File: src/rtl/piso_serializer.sv
// Parallel-in/serial-out serializer: loads a word through a load/ready handshake and shifts
// out a programmable number of bits, MSB- or LSB-first, one bit per tick_i strobe.
module piso_serializer #(
    parameter int   Width     = 16,
    parameter int   CntW      = 5,
    parameter logic IdleLevel = 1'b0
) (
    input  logic             clk_i,
    input  logic             rst_i,
    input  logic [Width-1:0] din_i,
    input  logic [CntW-1:0]  len_i,
    input  logic             lsb_first_i,
    input  logic             load_i,
    output logic             ready_o,
    input  logic             tick_i,
    input  logic             abort_i,
    output logic             dout_o,
    output logic             busy_o,
    output logic             done_o
);

    typedef enum logic {
        IDLE,
        SHIFT
    } state_t;

    state_t           state;
    logic [Width-1:0] shreg;
    logic [CntW-1:0]  cnt;
    logic             lsb_q;
    logic             done_q;

    logic [CntW-1:0]  len_eff;
    logic [Width-1:0] load_word;

    always_comb begin
        // NOTE: every combinational output gets a default first, so no path can infer a latch.
        len_eff   = len_i;
        load_word = din_i;
        if (len_i == '0 || 32'(len_i) > Width) begin
            len_eff = CntW'(Width);
        end
        // MSB-first frames left-justify the word so bit L-1 sits at the top of the register.
        if (!lsb_first_i) begin
            load_word = din_i << (CntW'(Width) - len_eff);
        end
    end

    always_ff @(posedge clk_i) begin
        // NOTE: non-blocking assignments throughout so every register sees pre-edge values.
        if (rst_i) begin
            state  <= IDLE;
            shreg  <= '0;
            cnt    <= '0;
            lsb_q  <= 1'b0;
            done_q <= 1'b0;
        end else begin
            done_q <= 1'b0;
            case (state)
                IDLE: begin
                    if (load_i) begin
                        shreg <= load_word;
                        cnt   <= len_eff;
                        lsb_q <= lsb_first_i;
                        state <= SHIFT;
                    end
                end
                SHIFT: begin
                    if (abort_i) begin
                        state <= IDLE;
                        shreg <= '0;
                        cnt   <= '0;
                    end else if (tick_i && cnt != '0) begin
                        shreg <= lsb_q ? (shreg >> 1) : (shreg << 1);
                        cnt   <= cnt - 1'b1;
                        if (cnt == CntW'(1)) begin
                            state  <= IDLE;
                            done_q <= 1'b1;
                        end
                    end
                end
                default: state <= IDLE;
            endcase
        end
    end

    assign ready_o = (state == IDLE) && !rst_i;
    assign busy_o  = (state == SHIFT);
    assign done_o  = done_q;
    assign dout_o  = busy_o ? (lsb_q ? shreg[0] : shreg[Width-1]) : IdleLevel;

endmodule

File: config.mk
export PLATFORM = sky130hd
export DESIGN_NAME = piso_serializer
export DESIGN_NICKNAME = d
export VERILOG_FILES = /design/src/rtl/piso_serializer.sv
export SDC_FILE = /design/constraint.sdc
export NUM_CORES = 1
export LEC_CHECK = 0
export BUFFER_PORTS_ARGS = -buffer_cell sky130_fd_sc_hd__buf_4
export CORE_MARGIN = 10
export CORE_UTILIZATION = 50
export CTS_CLUSTER_SIZE = 16
export DETAILED_ROUTE_END_ITERATION = 16
export GPL_ROUTABILITY_DRIVEN = 1
export PLACE_DENSITY = 0.67
export SYNTH_ARGS = -nofsm -noshare
export SYNTH_HDL_FRONTEND = slang
export SYNTH_SLANG_ARGS = --single-unit
File: constraint.sdc
create_clock -name clk_i -period 6.2 [get_ports clk_i]
set_input_delay 1.24 -clock clk_i [delete_from_list [all_inputs] [get_ports clk_i]]
set_output_delay 1.24 -clock clk_i [all_outputs]
set_load 0.02 [all_outputs]
-- Word level (Yosys, flattened, before mapping)
Index checks and enable logic that the tools add are counted.
- $add $sub $neg: 2
- magnitude comparators: 1
- eq/ne operators: 3
- shifts and indexed selects: 1
- mux-type cells: 19
- bitwise gates (word level): 2
- reductions and logical operators: 9
- operators by type and width (kind ; count):
    two-way mux 16 bit ; 5
    case mux 16 bit (2 select lines) ; 1
    two-way mux 5 bit ; 4
    << shifter 16 x 5 -> 16 bit ; 1
    case mux 5 bit (2 select lines) ; 1
    two-way mux 1 bit ; 7
    equality test 5 x 1 -> 1 bit (second input constant) ; 1
    greater-than comparator 5 bit (second input constant) ; 1
    zero test 5 bit ; 1
    nonzero test 5 bit ; 1
    subtractor 5 x 1 -> 5 bit (second input constant) ; 1
    subtractor 5 bit (first input constant) ; 1
    AND reduction 2 bit ; 2
    OR reduction 4 bit ; 1
    inequality test 3 x 2 -> 1 bit (second input constant) ; 1
    logical AND 1 bit ; 2
    inequality test 2 bit (second input constant) ; 1
    inverter 1 bit ; 2
    case mux 1 bit (2 select lines) ; 1
    zero test 1 bit ; 1
    logical OR 1 bit ; 1
- register bits: 24
- input port bits: 27

-- Depth between registers and ports, before layout
- word-level depth: 8
- depth in mapped cells: 15

-- Worst setup path after synthesis
No wires, ideal clock.
- kind: input to register
- start: input len_i[2]
- end: register shreg[6]
- setup time: 0.117 ns
- arrival time: 4.302 ns
- required time: 6.083 ns
- path slack: 1.780 ns
- stages on the path: 14
- cells stage by stage: or4_4 ha_1 nor2b_1 buf_4 inv_4 buf_4 ha_1 buf_2 mux2_2 a21oi_1 nor2_1 a21oi_1 o221ai_1 a32o_1
- word-level cells in the longest chain between the ends: 8
- RTL lines (item ; line ; source):
    from (decl) ; 11 ; input logic [CntW-1:0] len_i,
    greater-than comparator 5 bit / zero test 5 bit (equally long branches) ; 40 ; if (len_i == '0 || 32'(len_i) > Width) begin
    logical OR 1 bit ; 40 ;
    two-way mux 5 bit (*) ; 40 ;
    subtractor 5 bit (*) ; 45 ; load_word = din_i << (CntW'(Width) - len_eff);
    << shifter 16 x 5 -> 16 bit (*) ; 45 ;
    two-way mux 16 bit (*) ; 44 ; if (!lsb_first_i) begin
    two-way mux 16 bit (*) ; 61 ; if (load_i) begin
    case mux 16 bit (2 select lines) (*) ; 59 ; case (state)
    to (signal assigned) ; 62 ; shreg <= load_word;
    to (signal assigned) ; 74 ; shreg <= lsb_q ? (shreg >> 1) : (shreg << 1);
    to (decl) ; 28 ; logic [Width-1:0] shreg;
Mark *: on every way between the ends. The rest lies on a longest branch, timed or not. The select of a mux whose other input is x is not followed.
A chain may end at the register's enable or synchronous reset.

-- Worst setup path after layout
- start: input len_i[2]
- end: register shreg[9]
Same word-level chain as after synthesis.

==> results.py <==
metrics = {
    "grt": {
        "grt_start_max_net_pins": 33,
        "grt.overflow.total": 0,
        "grt_pass1_wl_um": 11900,
        "antenna_found_initial": 0,
        "grt.total_usage_pct": 17.2,
        "grt_pass1_vias": 2348,
    },
    "synth": {
        "syn-cell-area_um2": 2490,
        "synthMuxAreaShare_pct": 23.9,
        "synth_xor_area_share_pct": 2.11,
        "synth-compound-area-share_pct": 26.1,
        "yosys_warnings": 0,
        "synthTopCellsByCount": "33 x nor2_1, 26 x mux2i_1, 24 x dfxtp_1",
        "synth_edf_count": 0,
        "syn-instance-count": 289,
        "yosysMostFrequentCell": "nor2_1",
        "ys_ff_latch": 24,
        "yosys.area.top_type": "dfxtp_1",
        "synth_top_family_by_area": "compound AO/OA/AOI/OAI gates",
        "yosysTopAreaCellShare_pct": 19.3,
        "avgSynthCellArea_um2": 8.61,
        "synth_cell_type_count": 66,
        "synth_area_leaders": "dfxtp_1 19%, mux2i_1 10%, mux4_2 9.0%",
        "seq_area_frac_synth_pct": 19.3,
        "synthAdderAreaFrac_pct": 2.51,
        "synth-async-reset-ratio_pct": 0,
        "synth-simple-area-share_pct": 20.8,
        "synth_fp_nets": 321,
        "synthFlopType": "dfxtp_1",
    },
    "setup_path": {
        "crit_fanout": 18,
        "start_kind": "primary input",
        "cp_cell_sequence": "buf_4 > or4_4 > ha_1 > nor2b_1 > inv_4 > ha_1 > buf_4 > mux2i_1 > mux2i_1 > a21oi_1 > a211oi_1 > a2111oi_0 > nor3_1",
        "endpoint_kind": "flip-flop",
        "r2r_setup_slack_ns": 3.75,
        "critPathSlowestCell": "nor2b_1",
        "worstSetupPathType": "primary input to flip-flop",
        "worst_path_largest_cell_delay_ns": 0.71,
        "arrival_ns": 5.36,
        "required_ns": 6.36,
    },
    "clocking": {
        "ctsResizeCount": 0,
        "cts-htree-levels": 1,
        "clk_pin_slew_ns": 0.09,
        "cts-root-buf": "clkbuf_8",
        "cts_sinks": 24,
        "cts_hold_buf": 0,
        "numCtsBuffers": 3,
        "clkLatencyLatePin_ns": 0.27,
        "postCtsSetupRepairBufs": 0,
        "cts_buffer_depth": 2,
        "cts_tree": "yes",
    },
    "placement": {
        "io_buffers": 30,
        "dp_cells": 367,
        "hpwlAfterDp_um": 5500,
        "finalWeightedCongestion": 0.943,
    },
    "route": {
        "drt-total-wl_um": 7330,
        "drt-vias-per-instance": 6.37,
        "firstDrtPassIters": 4,
        "routedWlPerCell_um": 19.7,
        "drcViolationCount": 0,
        "drtIter0Drc": 298,
        "via_count": 2365,
        "drtAntennaViolNets": 0,
    },
    "power": {
        "ir_drop_v": 0.000147,
        "power.density_nw_per_um2": 201,
        "p_leak_nw": 1.03,
        "power_uw": 560,
    },
    "min_path": {
        "hold_class": "flip-flop to flip-flop",
    },
    "floorplanning": {
        "row_count": 25,
        "die_area_um2": 8200,
        "core_um2": 4790,
        "pin_count": 31,
        "start_util_pct": 52.0,
        "die_y_um": 90.6,
        "die_x_um": 90.6,
    },
    "final_layout": {
        "drive_gt1_share_pct": 23.0,
        "n_antenna_cell": 0,
        "fin_nets": 337,
        "area_delta_synth_final_pct": 11.9,
        "fill_cells": 448,
        "final_util_pct": 58.2,
        "fin_cells": 371,
    },
    "timing": {
        "slew_headroom_pct": 40.1,
        "hold_viol": 0,
        "max_freq_mhz": 192,
        "period_share_pct": 83.9,
        "finalSetupViolCount": 0,
        "slew_viol_final": 0,
        "tightest_slew_ns": 0.897,
        "period_minus_slack_ns": 5.20,
        "finalSetupTns_ns": 0,
        "rsz0062_at_grt": "false",
        "clock_skew_ns": 0.00324,
        "hold_ws_ns": 0.489,
    },
    "outcome": {
        "outcome": "completed",
    },
    "job": {
        "maxCapViolations": 0,
    },
}
## metal layers
metal  vias up  wire length [um]  track usage (%)
met4         0               129             3.18
met1      1129              3350             23.2
li1       1141                 -                -
met3        11               387             3.41
met5         -                 0                0
met2        84              3460             27.8
## cells in the final DEF, fill, tap and decap left out, types with 2 or more instances in the layout
cell	n
nor4bb_1	3
nand2_1	14
a221oi_1	4
o22ai_1	6
inv_1	4
o211ai_1	6
mux2i_1	26
nor2_1	33
o21ai_0	17
o21ai_1	2
nand2b_4	2
nor2b_1	5
nand2b_1	6
nor4_1	2
a311oi_2	2
mux4_2	10
buf_4	33
o221ai_1	3
a31oi_1	2
ha_1	5
nand3_1	4
mux2_2	6
a21oi_1	21
clkbuf_8	3
a211oi_1	10
or3_1	4
nor3_1	5
dfxtp_1	24
o31a_1	3
nor3b_1	4
a211oi_2	2
## where the power goes
group / switching, mW / internal, mW / leakage [nW]
clock network: 0.0541 / 0.0864 / 0.0357
logic: 0.130 / 0.106 / 0.797
registers: 0.0153 / 0.169 / 0.198
total: 0.199 / 0.361 / 1.03
## worst max-delay path: cells and delay by family
kind / cells / cell delay, ns
fa+ha+maj: 2 / 1.02
buf+inv: 3 / 0.70
mux: 2 / 0.37
compound gates: 3 / 0.65
simple gates: 3 / 1.37
## layout make-up
type                    instances  area, um^2  share of cell area (%)
clock buffers                   3        41.3                    1.48
multi-input cells             237        1880                    67.4
flip-flops and latches         24         480                    17.3
repair buffers                 33         248                    8.89
inverters                       6        25.0                   0.898
well taps                      67        83.8                    3.01
clock inverters                 1        30.0                    1.08
## registers in the layout (all words and copies together), names as in the netlist
| register | count |
|---|---|
| cnt | 5 |
| busy_o | 1 |
| shreg | 16 |
| done_o | 1 |
| lsb_q | 1 |
## per-stage QoR
stage               instance area (um^2)  setup WS [ns]
global route                        2790          0.613
CTS                                 2790           1.03
global placement                    2710          0.900
detailed placement                  2710          0.765
floorplan                           2490           1.78
finish                              2790          0.997
## worst paths after layout
path | end | cells after the start | from
worst max register to register | shreg[14] | 6 | busy_o
worst min-delay path | cnt[4] | 2 | cnt[4]
worst max-delay path | shreg[9] | 13 | len_i[2]
worst min register to register | cnt[4] | 2 | cnt[4]
## cells by family (layout without fill, tap and decap cells)
logic type | after synthesis | after routing
simple gates | 92 | 92
flops | 24 | 24
buf+inv | 28 | 43
fa+ha+maj | 5 | 5
xor+xnor | 3 | 3
compound gates | 93 | 93
mux | 44 | 44
Note: power is estimated with default switching activity, not from simulation.
